<file path="src/rtl/pb_keys_capture.sv">
// pb_keys_capture: note push-button front end.
// Per-button 2-flop sync + debounce lanes feed a single-key arbitration FSM
// that drives a one-hot-or-zero keys bus plus press/release strobes.

module pb_deb_lane #(
  parameter int DEB_CYCLES = 16,
  parameter int CW         = $clog2(DEB_CYCLES + 1)
) (
  input  logic clk,
  input  logic rst,
  input  logic raw,
  output logic deb
);
  localparam logic [CW-1:0] CMAX = CW'(DEB_CYCLES - 1);

  logic          s1, s2;
  logic [CW-1:0] cnt;

  // two-flop synchronizer for the asynchronous button line
  always_ff @(posedge clk or posedge rst) begin
    if (rst) begin
      s1 <= 1'b0;
      s2 <= 1'b0;
    end else begin
      s1 <= raw;
      s2 <= s1;
    end
  end

  // flip deb only after DEB_CYCLES consecutive disagreeing samples
  always_ff @(posedge clk or posedge rst) begin
    if (rst) begin
      deb <= 1'b0;
      cnt <= '0;
    end else if (s2 == deb) begin
      cnt <= '0;
    end else if (cnt == CMAX) begin
      deb <= ~deb;
      cnt <= '0;
    end else begin
      cnt <= cnt + 1'b1;
    end
  end
endmodule

module pb_keys_capture #(
  parameter int DEB_CYCLES = 16
) (
  input  logic       clk,
  input  logic       rst,
  input  logic [6:0] pb_raw,
  output logic [6:0] keys,
  output logic       key_press,
  output logic       key_release,
  output logic       multi_press
);
  localparam int NUM_KEYS = 7;
  localparam int CW       = $clog2(DEB_CYCLES + 1);

  typedef enum logic [1:0] {IDLE, PRESSED, WAIT_RELEASE} state_t;

  state_t              state;
  logic [NUM_KEYS-1:0] deb;
  logic [NUM_KEYS-1:0] locked;

  genvar g;
  generate
    for (g = 0; g < NUM_KEYS; g++) begin : g_lane
      pb_deb_lane #(.DEB_CYCLES(DEB_CYCLES), .CW(CW)) u_lane (
        .clk (clk),
        .rst (rst),
        .raw (pb_raw[g]),
        .deb (deb[g])
      );
    end
  endgenerate

  // single-key arbitration; a key never hands off directly to another key,
  // everything must be released before the next press is accepted
  always_ff @(posedge clk or posedge rst) begin
    if (rst) begin
      state       <= IDLE;
      locked      <= '0;
      keys        <= '0;
      key_press   <= 1'b0;
      key_release <= 1'b0;
      multi_press <= 1'b0;
    end else begin
      key_press   <= 1'b0;
      key_release <= 1'b0;
      case (state)
        IDLE: begin
          if ($onehot(deb)) begin
            locked    <= deb;
            keys      <= deb;
            key_press <= 1'b1;
            state     <= PRESSED;
          end else if (deb != '0) begin
            multi_press <= 1'b1;
            state       <= WAIT_RELEASE;
          end
        end
        PRESSED: begin
          // extra keys while locked are ignored; only losing the locked key matters
          if ((deb & locked) == '0) begin
            keys        <= '0;
            key_release <= 1'b1;
            if (deb == '0) begin
              state <= IDLE;
            end else begin
              multi_press <= 1'b1;
              state       <= WAIT_RELEASE;
            end
          end
        end
        WAIT_RELEASE: begin
          keys <= '0;
          if (deb == '0) begin
            multi_press <= 1'b0;
            state       <= IDLE;
          end
        end
        default: begin
          keys        <= '0;
          multi_press <= 1'b0;
          state       <= IDLE;
        end
      endcase
    end
  end
endmodule

</file>
<file path="config.mk">
export PLATFORM = sky130hd
export DESIGN_NAME = pb_keys_capture
export DESIGN_NICKNAME = d
export VERILOG_FILES = /design/src/rtl/pb_keys_capture.sv
export SDC_FILE = /design/constraint.sdc
export NUM_CORES = 1
export LEC_CHECK = 0
export CORE_ASPECT_RATIO = 0.5
export CORE_MARGIN = 5
export CORE_UTILIZATION = 55
export DETAILED_ROUTE_END_ITERATION = 6
export GPL_ROUTABILITY_DRIVEN = 0
export PLACE_DENSITY = 0.84
export SLEW_MARGIN = 20
export SYNTH_ARGS = -nofsm -noshare
export SYNTH_HDL_FRONTEND = slang
export SYNTH_SLANG_ARGS = --single-unit
export TNS_END_PERCENT = 100
</file>
<file path="constraint.sdc">
create_clock -name clk -period 4.31 [get_ports clk]
set_clock_uncertainty 0.2 [all_clocks]
set_input_delay 0.862 -clock clk [delete_from_list [all_inputs] [get_ports clk]]
set_output_delay 0.862 -clock clk [all_outputs]
set_load 0.02 [all_outputs]
</file>
==> flow_summary.toml <==
[setup_path]
crit_start = "g_lane[0].u_lane.deb$_DFFE_PP0P_"
cp.required_ns = 4.33
worst-path-max-fanout = 14
path_delay_family = "adder cells"
r2r-start = "g_lane[0].u_lane.deb$_DFFE_PP0P_"
r2r_cells = 9
crit_slowest_cell = "fa_1"
max_stage_delay_ns = 0.51
endpoint = "locked[2]$_DFFE_PP0P_"
r2r_slack_ns = 0.21
worstPathArrival_ns = 4.13
critPathBufInv = 2
worst-path-stages = 9
crit_top_cell = "fa_1"
crit_chain = "inv_1, fa_1, fa_1, inv_1, fa_1, fa_1, or3b_4, nor3_4, mux2_2"
cp-end-kind = "flip-flop"
startpoint_type = "flip-flop"
r2r_end = "locked[2]$_DFFE_PP0P_"
crit_type = "reg -> reg"

[final_layout]
drive_gt1_share_pct = 11.90
design_area_um2 = 3433
multi_input_area_um2 = 1036
diodes = 0
final_common_cell = "dfrtp_1"
layout.nets = 289
final_cell_mix = "75 x dfrtp_1, 30 x nor2_1, 21 x xor2_1, 18 x clkdlybuf4s50_1, 16 x inv_1"
seqCellArea_um2 = 1877
area_growth_pct = 14.76
n_fill_cell = 407

[synth]
synth_area_um2 = 2992
synth.area.top_cells = "dfrtp_1 63%, xor2_1 6.1%, nor2_1 3.8%"
syn_nets = 258
ys_seq_elements = 75
yosys.area.top_type = "dfrtp_1"
yosysUniqueCellTypes = 30
synth-seq-area-share_pct = 62.74
avgSynthCellArea_um2 = 12.62
synth_warnings = 0
synth.top_cell.area_share_pct = 62.74
syn_inst = 237

[sta]
post-route-period-util_pct = 95.20
finalHoldViolations = 0
slew_headroom_pct = 44.08
max_slew.worst_pin.slew_ns = 0.8376
rsz0062_at_grt = "false"
slew_viol_final = 0
setup_viol = 0
fmax_mhz = 243.7
layout_min_cycle_time_ns = 4.103
fin_tns_setup_ns = 0

[global_routing]
grt_pass1_vias = 1914
grt_max_degree = 43
antenna_found_initial = 0
grt_overflow = 0
grt_pass1_wl_um = 8825
grt_usage_pct = 16.10

[worst_hold_path]
hold_path_class = "reg -> reg"
hold-path-cell-count = 0

[pwr]
vdd_drop_max_uv = 160.1
power.total_w = 0.001259
power_density_nw_per_um2 = 366.8
p_leak_nw = 1.739

[floorplanning]
die_width_um = 114.3
pin_count = 19
start_util_pct = 55.68
placementRows = 19
die_h_um = 62.15
core_region_area_um2 = 5373
die_area_um2 = 7104

[cts]
cts_max_path_buffers = 2
post_cts_resize_count = 0
hold_buffers = 0
clock_latency_ns = 0.34
htree_num_levels = 3
clock-sinks = 75
postCtsSetupRepairBufs = 0
numCtsBuffers = 9
cts_root_buf = "clkbuf_8"
clk_pin_slew_worst_paths_ns = 0.07
cts_tree = "done"

[drt]
vias_per_cell = 5.073
drc = 0
wl_per_cell_um = 14.21
vias = 1735
drt-initial-drc-count = 97
antenna_left = 0
wl_um = 4860
drt_first_pass_iters = 5

[placed_design]
dp_hpwl_um = 3446
numPortBuffers = 18
post_dp_cell_area_um2 = 3278

[outcome]
status = "completed"

[flow_run]
drv_cap = 0
-- sequential cells by signal (all words and copies together), names as in the netlist --
| signal | cells |
|---|---|
| locked | 7 |
| g_lane.u_lane.s2 | 7 |
| key_release | 1 |
| key_press | 1 |
| keys | 7 |
| state | 2 |
| g_lane.u_lane.deb | 7 |
| multi_press | 1 |
| g_lane.u_lane.s1 | 7 |
| g_lane.u_lane.cnt | 35 |
-- worst reg2reg max path, cell delays in order (launching register included) --
cell and delay (ns):
dfrtp_1 0.43, inv_1 0.13, fa_1 0.51, fa_1 0.50, inv_1 0.05, fa_1 0.37, fa_1 0.45, or3b_4 0.44
nor3_4 0.49, mux2_2 0.41
-- cell type report --
class,count,area share [%]
Clock buffer,12,4.519
Inverter,17,1.859
Multi-Input combinational cell,143,30.17
Sequential cell,75,54.66
Tap cell,73,2.660
Timing Repair Buffer,22,6.122
-- through the flow --
step / hold slack (ns) / worst slack [ns] / util [%] / std cells
6_report: 0.1489 / 0.2068 / 63.90 / 342
5_1_grt: 0.1605 / 0.06932 / 63.90 / 342
4_1_cts: 0.1507 / 0.1988 / 63.90 / 342
2_1_floorplan: 0.1312 / 0.5596 / - / 237
3_5_place_dp: 0.1347 / 0.2388 / 61.02 / 330
3_3_place_gp: 0.1317 / 0.3676 / 61.02 / 330
-- cell families after synthesis --
kind of cell,synth area share [%]
DFF,62.74
AOI/OAI and AO/OA,6.441
xor gates and xnor gates,6.148
buffers and inverters,2.635
and+or+nand+nor,12.17
muxes,3.848
adders and majority gates,6.023
-- cell usage after synthesis --
master	n
a31oi_1	1
a211oi_2	1
a22o_2	3
nand2_1	6
nor3_4	1
inv_1	17
o22ai_1	1
and3_4	1
xor2_1	21
mux2_4	1
or3b_4	1
fa_1	4
dfrtp_1	75
o21bai_1	1
a22o_1	4
a22oi_1	2
nand3_1	15
and3_1	7
mux2i_1	1
nor2_1	30
nor4b_1	1
o21ai_0	14
mux2_2	8
a222oi_1	1
clkbuf_1	1
ha_1	8
nand2b_1	2
and2_1	7
buf_6	1
nor2b_1	1
-- routing by layer --
layer	up-vias	wire length [um]	track usage (%)
met5	-	0	0
met4	0	68	5.481
met3	6	240	7.759
met2	29	2421	25.66
met1	856	2129	19.21
li1	844	-	-
-- report_power, final --
part / internal [W] / switching, W
Sequential: 0.000729 / 0.0000169
Clock: 0.000228 / 0.000219
Combinational: 0.0000293 / 0.0000379
Total: 0.000986 / 0.000274
-- worst min path at each step --
stage / startpoint / slack, ns / to
after floorplan: g_lane[0].u_lane.s1$_DFF_PP0_ / 0.13 / g_lane[0].u_lane.s2$_DFF_PP0_
after global placement: g_lane[4].u_lane.s1$_DFF_PP0_ / 0.13 / g_lane[4].u_lane.s2$_DFF_PP0_
after detailed placement: g_lane[1].u_lane.s1$_DFF_PP0_ / 0.13 / g_lane[1].u_lane.s2$_DFF_PP0_
after CTS: g_lane[5].u_lane.s1$_DFF_PP0_ / 0.15 / g_lane[5].u_lane.s2$_DFF_PP0_
after global routing: g_lane[4].u_lane.s1$_DFF_PP0_ / 0.16 / g_lane[4].u_lane.s2$_DFF_PP0_
final: g_lane[4].u_lane.s1$_DFF_PP0_ / 0.15 / g_lane[4].u_lane.s2$_DFF_PP0_
Power figures use the tool's default switching activity.
